[src/rtl/pid_pkg.sv]
// rtl/pid_pkg.sv - shared types, width helpers and clamp for the PID rate controller
package pid_pkg;

    // Control-update sequencer states
    typedef enum logic [2:0] {
        ST_IDLE    = 3'd0,
        ST_CAPTURE = 3'd1,
        ST_MAC0    = 3'd2,
        ST_MAC1    = 3'd3,
        ST_MAC2    = 3'd4,
        ST_UPDATE  = 3'd5
    } pid_state_e;

    // Accumulator operations of the shared multiply-accumulate unit
    typedef enum logic [1:0] {
        MAC_HOLD = 2'd0,
        MAC_LOAD = 2'd1,
        MAC_ADD  = 2'd2,
        MAC_SUB  = 2'd3
    } mac_op_e;

    // Error is sp - enc, so one extra bit carries the sign
    function automatic int err_w(input int dw);
        return dw + 1;
    endfunction

    // A = KP+KI+KD and B = KP+2*KD both stay below 4*2^GW
    function automatic int coeff_w(input int gw);
        return gw + 2;
    endfunction

    // |A*e0| + |B*e1| + |KD*e2| < 7 * 2^(DW+GW), plus sign and margin
    function automatic int acc_w(input int dw, input int gw);
        return dw + gw + 5;
    endfunction

    // Saturate a signed value into [0, hi]
    function automatic logic signed [63:0] clamp_range(input logic signed [63:0] v,
                                                       input logic signed [63:0] hi);
        if (v < 64'sd0) begin
            return 64'sd0;
        end
        if (v > hi) begin
            return hi;
        end
        return v;
    endfunction

endpackage

[src/rtl/pid_mac.sv]
// rtl/pid_mac.sv - single signed multiplier with add/subtract accumulator
import pid_pkg::*;

module pid_mac #(
    parameter int EW = 9,
    parameter int CW = 10,
    parameter int AW = 21
) (
    input  logic                 clk_i,
    input  logic                 rstn_i,
    input  logic                 clr_i,
    input  logic [1:0]           op_i,
    input  logic signed [EW-1:0] err_i,
    input  logic [CW-1:0]        coef_i,
    output logic signed [AW-1:0] acc_o
);

    localparam int PW = EW + CW + 1;

    logic signed [PW-1:0] prod;
    logic signed [AW-1:0] prod_ext;
    logic signed [AW-1:0] acc_q;
    logic signed [AW-1:0] acc_d;

    // Coefficients are unsigned: zero-extend before the signed multiply
    always_comb begin
        prod     = PW'(err_i) * PW'($signed({1'b0, coef_i}));
        prod_ext = AW'(prod);
    end

    // Next accumulator value; clear wins over any operation
    always_comb begin
        acc_d = acc_q;
        if (clr_i) begin
            acc_d = '0;
        end else begin
            case (mac_op_e'(op_i))
                MAC_LOAD: acc_d = prod_ext;
                MAC_ADD:  acc_d = acc_q + prod_ext;
                MAC_SUB:  acc_d = acc_q - prod_ext;
                default:  acc_d = acc_q;
            endcase
        end
    end

    // Accumulator register
    always_ff @(posedge clk_i) begin
        if (!rstn_i) begin
            acc_q <= '0;
        end else begin
            acc_q <= acc_d;
        end
    end

    assign acc_o = acc_q;

endmodule

[src/rtl/pid_rate_ctrl.sv]
// rtl/pid_rate_ctrl.sv - incremental PID speed controller driving the PWM duty
import pid_pkg::*;

module pid_rate_ctrl #(
    parameter int DW      = 8,
    parameter int GW      = 8,
    parameter int OW      = 8,
    parameter int OUT_MAX = 2**OW - 1,
    parameter int FRAC    = 0
) (
    input  logic          CLK,
    input  logic          RST,
    input  logic          SAMPLE,
    input  logic          SP_VALID,
    input  logic [DW-1:0] SET_POINT,
    input  logic [DW-1:0] ENC_VAL,
    input  logic [GW-1:0] KP,
    input  logic [GW-1:0] KI,
    input  logic [GW-1:0] KD,
    input  logic          CLEAR,
    output logic [OW-1:0] PWM_VAL,
    output logic          DONE,
    output logic          BUSY,
    output logic          SAT_HI,
    output logic          SAT_LO,
    output logic          OVERRUN
);

    localparam int EW = err_w(DW);
    localparam int CW = coeff_w(GW);
    localparam int AW = acc_w(DW, GW);

    pid_state_e state_q;
    pid_state_e state_d;

    logic [DW-1:0]        sp_hold_q;
    logic [DW-1:0]        enc_q;
    logic [GW-1:0]        kp_q;
    logic [GW-1:0]        ki_q;
    logic [GW-1:0]        kd_q;
    logic [CW-1:0]        a_q;
    logic [CW-1:0]        b_q;
    logic signed [EW-1:0] e0_q;
    logic signed [EW-1:0] e1_q;
    logic signed [EW-1:0] e2_q;
    logic [OW-1:0]        pwm_q;
    logic                 done_q;
    logic                 sat_hi_q;
    logic                 sat_lo_q;
    logic                 ovr_q;

    logic                 busy;
    logic                 mac_clr;
    logic [1:0]           mac_op;
    logic signed [EW-1:0] mac_err;
    logic [CW-1:0]        mac_coef;
    logic signed [AW-1:0] acc;

    logic signed [AW-1:0] du;
    logic signed [AW:0]   u;
    logic [OW-1:0]        pwm_d;
    logic                 sat_hi_d;
    logic                 sat_lo_d;

    // Sequencer state register
    always_ff @(posedge CLK) begin
        if (!RST) begin
            state_q <= ST_IDLE;
        end else begin
            state_q <= state_d;
        end
    end

    // Next state: fixed walk through the three MAC steps, CLEAR aborts
    always_comb begin
        state_d = state_q;
        if (CLEAR) begin
            state_d = ST_IDLE;
        end else begin
            case (state_q)
                ST_IDLE:    state_d = SAMPLE ? ST_CAPTURE : ST_IDLE;
                ST_CAPTURE: state_d = ST_MAC0;
                ST_MAC0:    state_d = ST_MAC1;
                ST_MAC1:    state_d = ST_MAC2;
                ST_MAC2:    state_d = ST_UPDATE;
                ST_UPDATE:  state_d = ST_IDLE;
                default:    state_d = ST_IDLE;
            endcase
        end
    end

    // Per-state MAC operand selection and busy indication
    always_comb begin
        busy     = (state_q != ST_IDLE);
        mac_clr  = CLEAR;
        mac_op   = MAC_HOLD;
        mac_err  = e0_q;
        mac_coef = a_q;
        case (state_q)
            ST_CAPTURE: mac_clr = 1'b1;
            ST_MAC0: begin
                mac_op   = MAC_ADD;
                mac_err  = e0_q;
                mac_coef = a_q;
            end
            ST_MAC1: begin
                mac_op   = MAC_SUB;
                mac_err  = e1_q;
                mac_coef = b_q;
            end
            ST_MAC2: begin
                mac_op   = MAC_ADD;
                mac_err  = e2_q;
                mac_coef = CW'(kd_q);
            end
            default: ;
        endcase
    end

    pid_mac #(
        .EW(EW),
        .CW(CW),
        .AW(AW)
    ) u_mac (
        .clk_i  (CLK),
        .rstn_i (RST),
        .clr_i  (mac_clr),
        .op_i   (mac_op),
        .err_i  (mac_err),
        .coef_i (mac_coef),
        .acc_o  (acc)
    );

    // New duty: scaled delta added to held duty, then clamped into the PWM range
    always_comb begin
        du       = acc >>> FRAC;
        u        = (AW+1)'(du) + (AW+1)'($signed({1'b0, pwm_q}));
        sat_lo_d = (u < 0);
        sat_hi_d = (u > (AW+1)'(OUT_MAX));
        pwm_d    = OW'(clamp_range(64'(u), 64'(OUT_MAX)));
    end

    // Operand capture, error history, duty and status registers
    always_ff @(posedge CLK) begin
        if (!RST) begin
            sp_hold_q <= '0;
            enc_q     <= '0;
            kp_q      <= '0;
            ki_q      <= '0;
            kd_q      <= '0;
            a_q       <= '0;
            b_q       <= '0;
            e0_q      <= '0;
            e1_q      <= '0;
            e2_q      <= '0;
            pwm_q     <= '0;
            done_q    <= 1'b0;
            sat_hi_q  <= 1'b0;
            sat_lo_q  <= 1'b0;
            ovr_q     <= 1'b0;
        end else if (CLEAR) begin
            e0_q     <= '0;
            e1_q     <= '0;
            e2_q     <= '0;
            pwm_q    <= '0;
            done_q   <= 1'b0;
            sat_hi_q <= 1'b0;
            sat_lo_q <= 1'b0;
            ovr_q    <= 1'b0;
        end else begin
            done_q <= 1'b0;
            ovr_q  <= SAMPLE && busy;
            case (state_q)
                ST_IDLE: begin
                    if (SAMPLE) begin
                        enc_q <= ENC_VAL;
                        kp_q  <= KP;
                        ki_q  <= KI;
                        kd_q  <= KD;
                        if (SP_VALID) begin
                            sp_hold_q <= SET_POINT;
                        end
                    end
                end
                ST_CAPTURE: begin
                    e2_q <= e1_q;
                    e1_q <= e0_q;
                    e0_q <= $signed({1'b0, sp_hold_q}) - $signed({1'b0, enc_q});
                    a_q  <= CW'(kp_q) + CW'(ki_q) + CW'(kd_q);
                    b_q  <= CW'(kp_q) + (CW'(kd_q) << 1);
                end
                ST_UPDATE: begin
                    pwm_q    <= pwm_d;
                    sat_hi_q <= sat_hi_d;
                    sat_lo_q <= sat_lo_d;
                    done_q   <= 1'b1;
                end
                default: ;
            endcase
        end
    end

    assign PWM_VAL = pwm_q;
    assign DONE    = done_q;
    assign BUSY    = busy;
    assign SAT_HI  = sat_hi_q;
    assign SAT_LO  = sat_lo_q;
    assign OVERRUN = ovr_q;

endmodule

[config.mk]
export PLATFORM = sky130hd
export DESIGN_NAME = pid_rate_ctrl
export DESIGN_NICKNAME = d
export VERILOG_FILES = /design/src/rtl/pid_pkg.sv /design/src/rtl/pid_mac.sv /design/src/rtl/pid_rate_ctrl.sv
export SDC_FILE = /design/constraint.sdc
export NUM_CORES = 1
export LEC_CHECK = 0
export BUFFER_PORTS_ARGS = -buffer_cell sky130_fd_sc_hd__buf_2
export CAP_MARGIN = 10
export CORE_UTILIZATION = 40
export CTS_CLUSTER_SIZE = 40
export DETAILED_ROUTE_END_ITERATION = 8
export PLACE_DENSITY = 0.65
export SLEW_MARGIN = 20
export SYNTH_ARGS = -nofsm -noshare
export SYNTH_HDL_FRONTEND = slang
export SYNTH_SLANG_ARGS = --single-unit
export TNS_END_PERCENT = 1
[constraint.sdc]
create_clock -name CLK -period 17.6 [get_ports CLK]
set_input_delay 1.76 -clock CLK [delete_from_list [all_inputs] [get_ports CLK]]
set_output_delay 1.76 -clock CLK [all_outputs]
set_load 0.01 [all_outputs]
==> results.txt <==
outcome: finished, final reports clean
hold buffer count at cts: 0
most common cell after layout, fill and taps aside: nand2_1
Tot GR Track Use: 19.0%
CTS max path bufs: 2
Post-synth ARST share: 0%
H-Tree Depth: 4
Worst-Margin Slew: 0.904 ns
Post-Synthesis Cells: 1286
max cap viols: 0
Detailed Routing Iterations Pass 1: 5
Worst VDD drop: 56.8 uV
internal power: 558 uW
TritonCTS Buffers: 17
Mapped Avg Cell Area: 8.36 um2
Clock Tree Root: clkbuf_16
max frequency: 105 MHz
Hold WS: 0.455 ns
number of synthesis warnings: 0
switch share: 28.9%
hold depth: 1
most frequent CP cell: fa_1
fin. max-slew vios: 0
DP HPWL: 20200 um
Core Area: 0.0262 mm2
CP arrival: 9.90 ns
combinational power share: 16.5%
die area: 0.0275 mm2
Main synth FF type: dfxtp_1
ANT cells: 0
Area Overhead vs Synth: 10.9%
most frequent cells in the layout: nand2_1 (194), dfxtp_1 (123), ha_1 (108)
fillers: 2571
final wirelength: 25500 um
Crit-path slowest cell: dfxtp_1
sequential area share after synthesis: 22.9%
Post-CTS Setup Inserts: 0
CP endpoint kind: flop
clock slew seen by the registers of the worst setup and hold paths: 0.06 ns
Worst Reg-to-Reg Cells: 31
Vias: 8950
Psw: 227 uW
RePlAce Congestion: 0.882
Netlist cell types: 73
DRC viols: 0
first-pass GRT wire length: 42600 um
vias in the first global route: 8677
TritonCTS clock tree: done
Leak Pwr: 0.00537 uW
vias per inst: 5.37
Post-CTS Resized: 0
initial antenna violation count: 0
Clock Skew: 0.0193 ns
crit-path max FO: 40
post-DR wirelength/cell: 15.3 um
Final setup viols: 0
Initial Util: 41.0%
Total Nets Final: 1543
Final Util: 45.5%
clock latency on the worst-skew pair: 0.43 ns
slew margin rel.: 39.7%
number of synthesized register bits: 123
post-route ant nets: 0
net count after synthesis: 1509
die height: 166 um
fraction of layout cells with a size suffix above 1: 9.90%
CP startpoint kind: flop
min cycle time layout: 9.54 ns
synthesized area: 0.0108 mm2
GRT Residual Overflow: 0
final hold vios: 0
CTS sink cnt: 123
CP required: 17.96 ns
clock network fraction of total power: 46.4%
Final TNS setup: 0 ns
largest net degree at the start of global routing: 65
initial DRC count: 431
FP Rows: 59
Worst R2R Setup Slack: 8.06 ns
min-delay worst type: reg2reg
Tcrit/Tclk final: 54.2%
Worst path max stage delay: 0.70 ns
pwr dens: 65.8 mW/mm2
Chip Width: 166 um
Post-synth EDFFs: 0
Sequential Power Share: 37.1%
IO Port Bufs: 57
I/O pin count: 58
Setup CP Type: reg2reg
unrepaired setup endpoints after global routing: false
-- flip-flops by register name (all words and copies together) (netlist names), 9 cells and up --
register     cells
e0_q             9
b_q             10
e2_q             9
u_mac.acc_o     21
a_q             10
e1_q             9
-- cells by family after synthesis --
| logic type | share of synthesized area (%) |
|---|---|
| muxes | 0.466 |
| and+or+nand+nor | 18.5 |
| xor gates and xnor gates | 5.54 |
| AOI/OAI and AO/OA | 21.3 |
| DFF | 22.9 |
| adders and majority gates | 25.6 |
| buffers and inverters | 5.69 |
-- final timing paths --
check	from	end
hold / removal	SAT_HI	SAT_HI
setup / recovery	state_q[1]	u_mac.acc_o[19]
setup reg to reg	state_q[1]	u_mac.acc_o[19]
hold reg to reg	SAT_HI	SAT_HI
-- area by class of cell --
class                           count  area (um2)  share of cell area (%)
Inverter                          105         394                    3.31
Tap cell                          335         419                    3.52
Clock inverter                     14         160                    1.34
Clock buffer                       18         439                    3.68
Multi-Input combinational cell   1007        7690                    64.5
Sequential cell                   123        2460                    20.7
Timing Repair Buffer               66         353                    2.96
-- metrics by stage --
step	total power, uW	std cells	instance area [um2]	setup WS [ns]
CTS	791	1668	11900	8.08
global route	821	1668	11900	7.17
finish	784	1668	11900	8.06
detailed placement	427	1636	11300	8.14
global placement	425	1636	11300	8.47
floorplan	398	1286	10800	9.40
-- synthesized netlist by cell type (5+ instances only) --
| master | n | share of area [%] |
|---|---|---|
| mux2i_1 | 5 | 0.47 |
| xnor2_1 | 49 | 4.0 |
| dfxtp_1 | 123 | 23 |
| a22oi_1 | 5 | 0.35 |
| nand2_1 | 194 | 6.8 |
| inv_1 | 105 | 3.7 |
| o21ai_0 | 44 | 2.0 |
| nor3_1 | 16 | 0.74 |
| a221oi_1 | 7 | 0.57 |
| nand3_1 | 26 | 1.2 |
| a211oi_1 | 7 | 0.49 |
| or3_1 | 6 | 0.35 |
| clkbuf_1 | 41 | 1.4 |
| ha_1 | 108 | 13 |
| nand4_1 | 6 | 0.35 |
| fa_1 | 70 | 13 |
| nor2_1 | 90 | 3.1 |
| a21boi_0 | 47 | 3.3 |
| nand2b_1 | 15 | 0.87 |
| xor2_1 | 19 | 1.5 |
| o21a_1 | 5 | 0.35 |
| and3_1 | 20 | 1.2 |
| and2_1 | 17 | 0.99 |
| nor2b_1 | 9 | 0.52 |
| o21bai_1 | 14 | 0.98 |
| or2_2 | 9 | 0.52 |
| a21oi_1 | 82 | 3.8 |
| a21o_1 | 20 | 1.4 |
| a22o_1 | 24 | 2.0 |
| a221o_1 | 16 | 1.5 |
| o211ai_1 | 8 | 0.56 |
-- critical path: cells and delay by family, from the launching register on --
family                     cells  cell delay, ns
adders and majority gates      7            3.23
AOI/OAI and AO/OA             11            2.99
and+or+nand+nor                7            1.71
DFF                            1            0.70
buffers and inverters          4            0.52
xor gates and xnor gates       2            0.31
-- layer usage --
metal  vias up  global-route usage (%)  share of wire [%]
met1      4194                    23.8                 46
met4         0                    7.19                2.9
met2       182                    32.8                 48
li1       4528                       -                  -
met5         -                       0                  0
met3        46                    2.81                3.2
-- power by group through the flow --
stage	combinational (uW)	clock [uW]	sequential [uW]
final	130	364	291
after global routing	147	383	292
after CTS	130	369	291
after detailed placement	130	0	297
after global placement	128	0	297
after floorplan	104	0	295
(Power assumes the default switching activity.)
